## src/rtl/fetch_pkg.sv

```systemverilog
// fetch_pkg: shared constants for the fetch stage and IF/ID register.
//   NOP_INSTR      bubble word written into IF/ID on a flush
//   OP_MSB/OP_LSB  opcode field bounds inside a 32-bit LEGv8 word
//   OP_W           opcode field width
//   PC_INCR        sequential PC step (one 32-bit instruction)
package fetch_pkg;

  localparam logic [31:0] NOP_INSTR = 32'h0000_0000;
  localparam int          OP_MSB    = 31;
  localparam int          OP_LSB    = 21;
  localparam int          OP_W      = OP_MSB - OP_LSB + 1;
  localparam int          PC_INCR   = 4;

  // Word-aligned redirect target: the low two address bits are dropped.
  function automatic logic [63:0] align_word(input logic [63:0] a);
    return {a[63:2], 2'b00};
  endfunction

endpackage

```

## src/rtl/pipe_reg.sv

```systemverilog
// pipe_reg: W-bit pipeline flop.
//   clk     rising-edge clock
//   reset   synchronous active-high reset, loads RST_VAL
//   en_i    load d_i
//   clr_i   synchronous clear to zero; beats en_i
//   d_i     next value
//   q_o     registered value
// Priority per edge: reset > clear > enable > hold.
module pipe_reg #(
  parameter int             W       = 32,
  parameter logic [W-1:0]   RST_VAL = '0
) (
  input  logic         clk,
  input  logic         reset,
  input  logic         en_i,
  input  logic         clr_i,
  input  logic [W-1:0] d_i,
  output logic [W-1:0] q_o
);

  logic [W-1:0] q_q, q_d;

  always_comb begin
    q_d = q_q;
    if (clr_i)     q_d = '0;
    else if (en_i) q_d = d_i;
  end

  always_ff @(posedge clk) begin
    if (reset) q_q <= RST_VAL;
    else       q_q <= q_d;
  end

  assign q_o = q_q;

endmodule

```

## src/rtl/fetch_ifid.sv

```systemverilog
// fetch_ifid: program counter, instruction fetch and IF/ID pipeline register
// feeding the main decoder of the pipelined LEGv8 core.
//   clk            rising-edge clock
//   reset          synchronous active-high reset (PC <= RESET_PC, IF/ID empty)
//   imem_addr      current PC, drives instruction memory (combinational read)
//   imem_rdata     instruction word at imem_addr
//   stall          hold PC, IF/ID and fetch_count (load-use hazard)
//   flush          taken branch: PC <= aligned branch_target, IF/ID <= bubble
//   branch_target  redirect address, used only when flush=1
//   ifid_instr     registered instruction word
//   ifid_pc        PC of ifid_instr
//   ifid_op        ifid_instr[31:21], decoder opcode input
//   ifid_valid     1 = real instruction, 0 = bubble
//   fetch_count    number of instructions captured into IF/ID (wraps)
// Priority per edge: reset > flush > stall > normal.
module fetch_ifid
  import fetch_pkg::*;
#(
  parameter int          N        = 64,
  parameter logic [N-1:0] RESET_PC = '0
) (
  input  logic          clk,
  input  logic          reset,
  output logic [N-1:0]  imem_addr,
  input  logic [31:0]   imem_rdata,
  input  logic          stall,
  input  logic          flush,
  input  logic [N-1:0]  branch_target,
  output logic [31:0]   ifid_instr,
  output logic [N-1:0]  ifid_pc,
  output logic [10:0]   ifid_op,
  output logic          ifid_valid,
  output logic [31:0]   fetch_count
);

  logic [N-1:0] pc_q, pc_d;
  logic [N-1:0] pc_tgt;
  logic [31:0]  cnt_q, cnt_d;
  logic         pc_en, ifid_en, ifid_clr, cnt_en;

  // A flush always redirects, even under stall; a stall alone freezes
  // everything. Reset is handled inside each register.
  assign pc_tgt   = {branch_target[N-1:2], 2'b00};
  assign pc_en    = flush | ~stall;
  assign ifid_clr = flush;
  assign ifid_en  = ~stall;
  assign cnt_en   = ~stall & ~flush;

  // PC+4 wraps modulo 2^N by plain truncation.
  assign pc_d  = flush ? pc_tgt : pc_q + N'(PC_INCR);
  assign cnt_d = cnt_q + 32'd1;

  pipe_reg #(.W(N), .RST_VAL(RESET_PC)) u_pc (
    .clk(clk), .reset(reset), .en_i(pc_en), .clr_i(1'b0),
    .d_i(pc_d), .q_o(pc_q)
  );

  pipe_reg #(.W(32), .RST_VAL(NOP_INSTR)) u_instr (
    .clk(clk), .reset(reset), .en_i(ifid_en), .clr_i(ifid_clr),
    .d_i(imem_rdata), .q_o(ifid_instr)
  );

  pipe_reg #(.W(N), .RST_VAL('0)) u_ifpc (
    .clk(clk), .reset(reset), .en_i(ifid_en), .clr_i(ifid_clr),
    .d_i(pc_q), .q_o(ifid_pc)
  );

  pipe_reg #(.W(1), .RST_VAL(1'b0)) u_valid (
    .clk(clk), .reset(reset), .en_i(ifid_en), .clr_i(ifid_clr),
    .d_i(1'b1), .q_o(ifid_valid)
  );

  pipe_reg #(.W(32), .RST_VAL(32'h0)) u_cnt (
    .clk(clk), .reset(reset), .en_i(cnt_en), .clr_i(1'b0),
    .d_i(cnt_d), .q_o(cnt_q)
  );

  assign imem_addr   = pc_q;
  assign fetch_count = cnt_q;
  // Bubble word is all-zero, so the opcode of a bubble is zero too.
  assign ifid_op     = ifid_instr[OP_MSB:OP_LSB];

endmodule

```

## config.mk

```make
export PLATFORM = sky130hd
export DESIGN_NAME = fetch_ifid
export DESIGN_NICKNAME = d
export VERILOG_FILES = /design/src/rtl/fetch_pkg.sv /design/src/rtl/pipe_reg.sv /design/src/rtl/fetch_ifid.sv
export SDC_FILE = /design/constraint.sdc
export NUM_CORES = 1
export LEC_CHECK = 0
export CAP_MARGIN = 5
export CORE_ASPECT_RATIO = 0.7
export CORE_MARGIN = 1
export CORE_UTILIZATION = 45
export CTS_BUF_LIST = sky130_fd_sc_hd__clkbuf_2 sky130_fd_sc_hd__clkbuf_4 sky130_fd_sc_hd__clkbuf_8
export DETAILED_ROUTE_END_ITERATION = 12
export PLACE_DENSITY = 0.85
export SKIP_LAST_GASP = 1
export SLEW_MARGIN = 10
export SYNTH_ARGS = -nofsm -noshare
export SYNTH_HDL_FRONTEND = slang
export SYNTH_SLANG_ARGS = --single-unit
```

## constraint.sdc

```tcl
create_clock -name clk -period 4.2 [get_ports clk]
set_clock_uncertainty 0.1 [all_clocks]
set_input_delay 0.84 -clock clk [delete_from_list [all_inputs] [get_ports clk]]
set_output_delay 0.84 -clock clk [all_outputs]
set_load 0.01 [all_outputs]
```

---- After elaboration in Yosys (flattened, before gate mapping) ----
Index checks and enable logic that the tools add are counted.
storage, ports and cells
  flip-flop bits (word level) ............. 193
  latch bits .............................. 0
  memory bits (writable) .................. 0
  bits in read-only memories .............. 0
  bits of input ports ..................... 100
  memories ................................ 0
operators by class
  add/subtract/negate cells ............... 2
  multiply operators ...................... 0
  div/mod/pow operators ................... 0
  order comparisons ....................... 0
  equality and inequality tests ........... 0
  shift operators ......................... 0
  muxes and demuxes ....................... 1
  bitwise operators ....................... 4
  reductions and logical operators ........ 1
operators with widths
  kind                                            count
  adder 64 x 3 -> 64 bit (second input constant)  1
  two-way mux 64 bit                              1
  adder 32 x 1 -> 32 bit (second input constant)  1
  inverter 1 bit                                  2
  OR reduction 2 bit                              1
  bitwise AND 1 bit                               1
  OR 1 bit                                        1

---- Depth between registers and ports, before layout ----
  depth after elaboration ................. 2
  gate-level depth with buffers ........... 8
  depth with buffers taken out ............ 6

---- Cells and area by module ----
From an unflattened synthesis, not the netlist that was laid out.
second synthesis, totals
  cells, all modules ...................... 1077
  area total of the unflattened synthesis .. 9858.2 µm²
modules (own cells, without submodules)
  module                 instances  cells an instance  area each (µm²)
  pipe_reg (u_ifpc ...)  2          207                2348.5
  fetch_ifid             1          450                2808.9
  pipe_reg (u_cnt ...)   2          105                1156.1
  pipe_reg (u_valid)     1          3                  40.0

---- Worst setup path before layout ----
OpenSTA, ideal clock, no wires.
  path kind ............................... register -> register
  start ................................... register u_pc.q_q[11] (netlist: u_pc.q_o[11])
  end ..................................... register u_pc.q_q[61] (netlist: u_pc.q_o[61])
  library setup time ...................... 123 ps
  data arrival time ....................... 2329 ps
  required time ........................... 3977 ps
  slack ................................... 1647 ps
  stages on the path, launching flop included .. 9
  buffers on the path ..................... 3
  period minus slack after synthesis ...... 2553 ps
  path through ............................ dfxtp_1 clkbuf_2 nand4_4 or3_1 clkbuf_1 or4b_1 clkbuf_1 mux2i_1 or2_2
on the way
  cells in the longest elaborated chain, start to end .. 2
RTL lines
  item                    RTL line          source
  from (decl)             pipe_reg.sv:21    logic [W-1:0] q_q, q_d;
  from (signal assigned)  pipe_reg.sv:31    else q_q <= q_d;
  adder 64 x 3 -> 64 bit  fetch_ifid.sv:50  assign pc_d = flush ? pc_tgt : pc_q + N'(PC_INCR);
  two-way mux 64 bit      fetch_ifid.sv:50
No other way between the ends.
A chain may end at the register's enable or synchronous reset.

---- Final worst setup path ----
  start ................................... input port stall
  end ..................................... register u_pc.q_q[49] (netlist: u_pc.q_o[49])
on the way
  cells in the longest elaborated chain, start to end .. 2
RTL lines
  item            RTL line          source
  from (decl)     fetch_ifid.sv:26  input logic stall,
  inverter 1 bit  fetch_ifid.sv:44  assign pc_en = flush | ~stall;
  OR 1 bit        fetch_ifid.sv:44
No other way between the ends.

==> results.json <==
{
  "crit_path_start_kind": "input port",
  "synth-seq-cells": 189,
  "syn_area_sq_um": 8780,
  "hold_violations": 0,
  "h-tree-depth": 4,
  "viasPerCell": 5.48,
  "dpl_worst_slack_ns": 0.747,
  "final_min_period_over_clock_period_pct": 72.5,
  "synth_warnings": 0,
  "worst_slack_ns": 1.15,
  "clock_latency_ns": 0.46,
  "peakVddDrop_v": 0.000199,
  "stdcell_area_sq_um": 12200,
  "grt_pass1_vias": 7740,
  "routed_wl_um": 27100,
  "die_y_um": 119,
  "p_leak_nw": 4.30,
  "io_buffers": 297,
  "synth_seq_area_share_pct": 43.1,
  "outcome": "finished clean",
  "path_class": "in -> reg",
  "antenna_found_initial": 2,
  "critical_path.max_fanout": 33,
  "setup_viol": 0,
  "io_pins": 304,
  "holdBufCountCts": 0,
  "layout_commonest_cell": "clkdlybuf4s50_1",
  "cts.sinks": 189,
  "cp_data_arrival_time_ns": 3.31,
  "cts_resized": 0,
  "grt_max_degree": 96,
  "drc": 0,
  "ant_nets": 0,
  "grt_pass1_wl_um": 42000,
  "hold_class": "reg -> reg",
  "syn2layout_area_growth_pct": 38.9,
  "nets": 1362,
  "fin_crit_ns": 3.05,
  "cts_root_buf": "clkbuf_8",
  "drive_above_1_share_pct": 4.32,
  "cts_tree": "done",
  "final_cell_mix": "clkdlybuf4s50_1 (294), dfxtp_1 (189), nor2_1 (188)",
  "power_density_nw_per_um2": 308,
  "fillers": 1633,
  "syn_inst": 1018,
  "gr-total-overflow": 0,
  "initial_utilization_pct": 46.2,
  "max-cap-violations": 0,
  "rsz0062_at_grt": "false",
  "cts_inserted_buffers": 17,
  "synth_area_leaders": "dfxtp_1 (43%), mux2i_1 (11%), nor2_1 (8.0%)",
  "synth_ff_type": "dfxtp_1",
  "tns_ns": 0,
  "max_clock_freq_mhz": 328,
  "synth.distinct_cells": 56,
  "core-area_sq_um": 19000,
  "num_vias": 8422,
  "grt.total_usage_pct": 26.5,
  "required_ns": 4.47,
  "dpl.hpwl_um": 19200,
  "dpl_cell_area_sq_um": 11800,
  "path_clk_slew_ns": 0.10,
  "core.rowCount": 42,
  "maxSlewHeadroom_pct": 27.0,
  "die-area_sq_um": 20100,
  "synth_top_cell_by_area": "dfxtp_1",
  "slew_viol_final": 0,
  "place_congestion": 0.828,
  "syn_area_per_cell_sq_um": 8.63,
  "final_util_pct": 64.1,
  "synth_edf_count": 0,
  "dr.pass1.iters": 7,
  "die_x_um": 169,
  "synth_top_cell_area_share_pct": 43.1,
  "critPathCaptureType": "register",
  "clockBufferDepth": 2,
  "worstMarginPinSlew_ns": 1.10,
  "cts_setup_buffers": 0,
  "wl_per_cell_um": 17.6,
  "drtIter0Drc": 507,
  "async_reset_ff_share_pct": 0
}
==> final cells by class <==
type | instances | area [sq um] | share of cell area (%)
inverter | 15 | 56.3 | 0.461
sequential | 189 | 3780 | 31.0
tap | 264 | 330 | 2.71
multi-input combinational | 734 | 4580 | 37.5
clock buffer | 18 | 248 | 2.03
clock inverter | 14 | 178 | 1.46
timing repair buffer | 303 | 3020 | 24.8
antenna | 1 | 2.50 | 0.0205
==> through the flow <==
step | total power, mW | std cells | hold slack (ns)
2_1_floorplan | 2.21 | 1021 | 0.374
3_3_place_gp | 2.49 | 1505 | 0.337
3_5_place_dp | 2.50 | 1505 | 0.355
4_1_cts | 3.78 | 1537 | 0.369
5_1_grt | 3.89 | 1538 | 0.393
6_report | 3.75 | 1538 | 0.361
==> synth_stat cells, types with 2 or more instances <==
cell / instances
buf_2: 2
buf_1: 14
mux2_2: 2
a21oi_1: 25
and4_1: 14
nand4_1: 24
or4_4: 2
or2_2: 4
mux2i_1: 99
xnor2_1: 47
o22ai_1: 2
nor2_1: 188
xor2_1: 13
inv_1: 14
clkbuf_1: 50
ha_1: 2
o31a_1: 2
nand4b_1: 2
nor3b_1: 5
o21bai_1: 2
o21ai_0: 10
dfxtp_1: 189
o211ai_1: 3
nand3_1: 34
and2_1: 5
a211oi_1: 26
a311oi_1: 9
and3_1: 10
nand2_1: 68
a2111oi_0: 3
nor2b_1: 6
buf_4: 15
nor3_1: 26
nor4_1: 42
or3_1: 21
or4_1: 9
o31ai_1: 7
nand2b_1: 4
==> power by group <==
part / switching (mW) / internal, mW
clock network: 0.722 / 0.569
registers: 0.0960 / 1.86
logic: 0.224 / 0.287
total: 1.04 / 2.71
==> critical path, stage by stage <==
cell and delay [ns]:
buf_6 0.18, nand2b_1 0.25, nor3_1 0.49, nand4_1 0.58
or4_1 0.66, a311oi_1 0.28
==> final timing paths <==
| check | start | slack (ns) | depth (start not counted) | end |
|---|---|---|---|---|
| worst min register to register | u_valid.q_o | 0.36 | 2 | u_valid.q_o |
| worst min-delay path | u_valid.q_o | 0.36 | 2 | u_valid.q_o |
| worst max register to register | u_pc.q_o[10] | 1.16 | 5 | u_pc.q_o[49] |
| worst max-delay path | stall | 1.15 | 6 | u_pc.q_o[49] |
==> cell families (layout without fill, tap and decap cells) <==
kind of cell	Yosys count	in the layout	share of synthesized area [%]
other	1	5	0.0427
and+or+nand+nor	472	472	26.6
muxes	102	102	11.7
xor gates and xnor gates	60	60	5.98
adders and majority gates	2	2	0.285
AOI/OAI and AO/OA	94	94	7.34
buffers and inverters	98	350	4.96
DFF	189	189	43.1
==> per-layer routing <==
metal	global-route usage, %	part of all wire [%]	vias to the layer above
met2	40.8	45	348
met1	36.4	45	3989
met5	0	0.048	-
li1	-	-	4052
met4	7.32	1.5	2
met3	7.18	8.1	31
==> registers in the layout, indices dropped and copies added, names as in the netlist <==
name	count
u_cnt.q_o	32
u_valid.q_o	1
u_instr.q_o	32
u_pc.q_o	62
u_ifpc.q_o	62
Note: power is estimated with default switching activity, not from simulation.
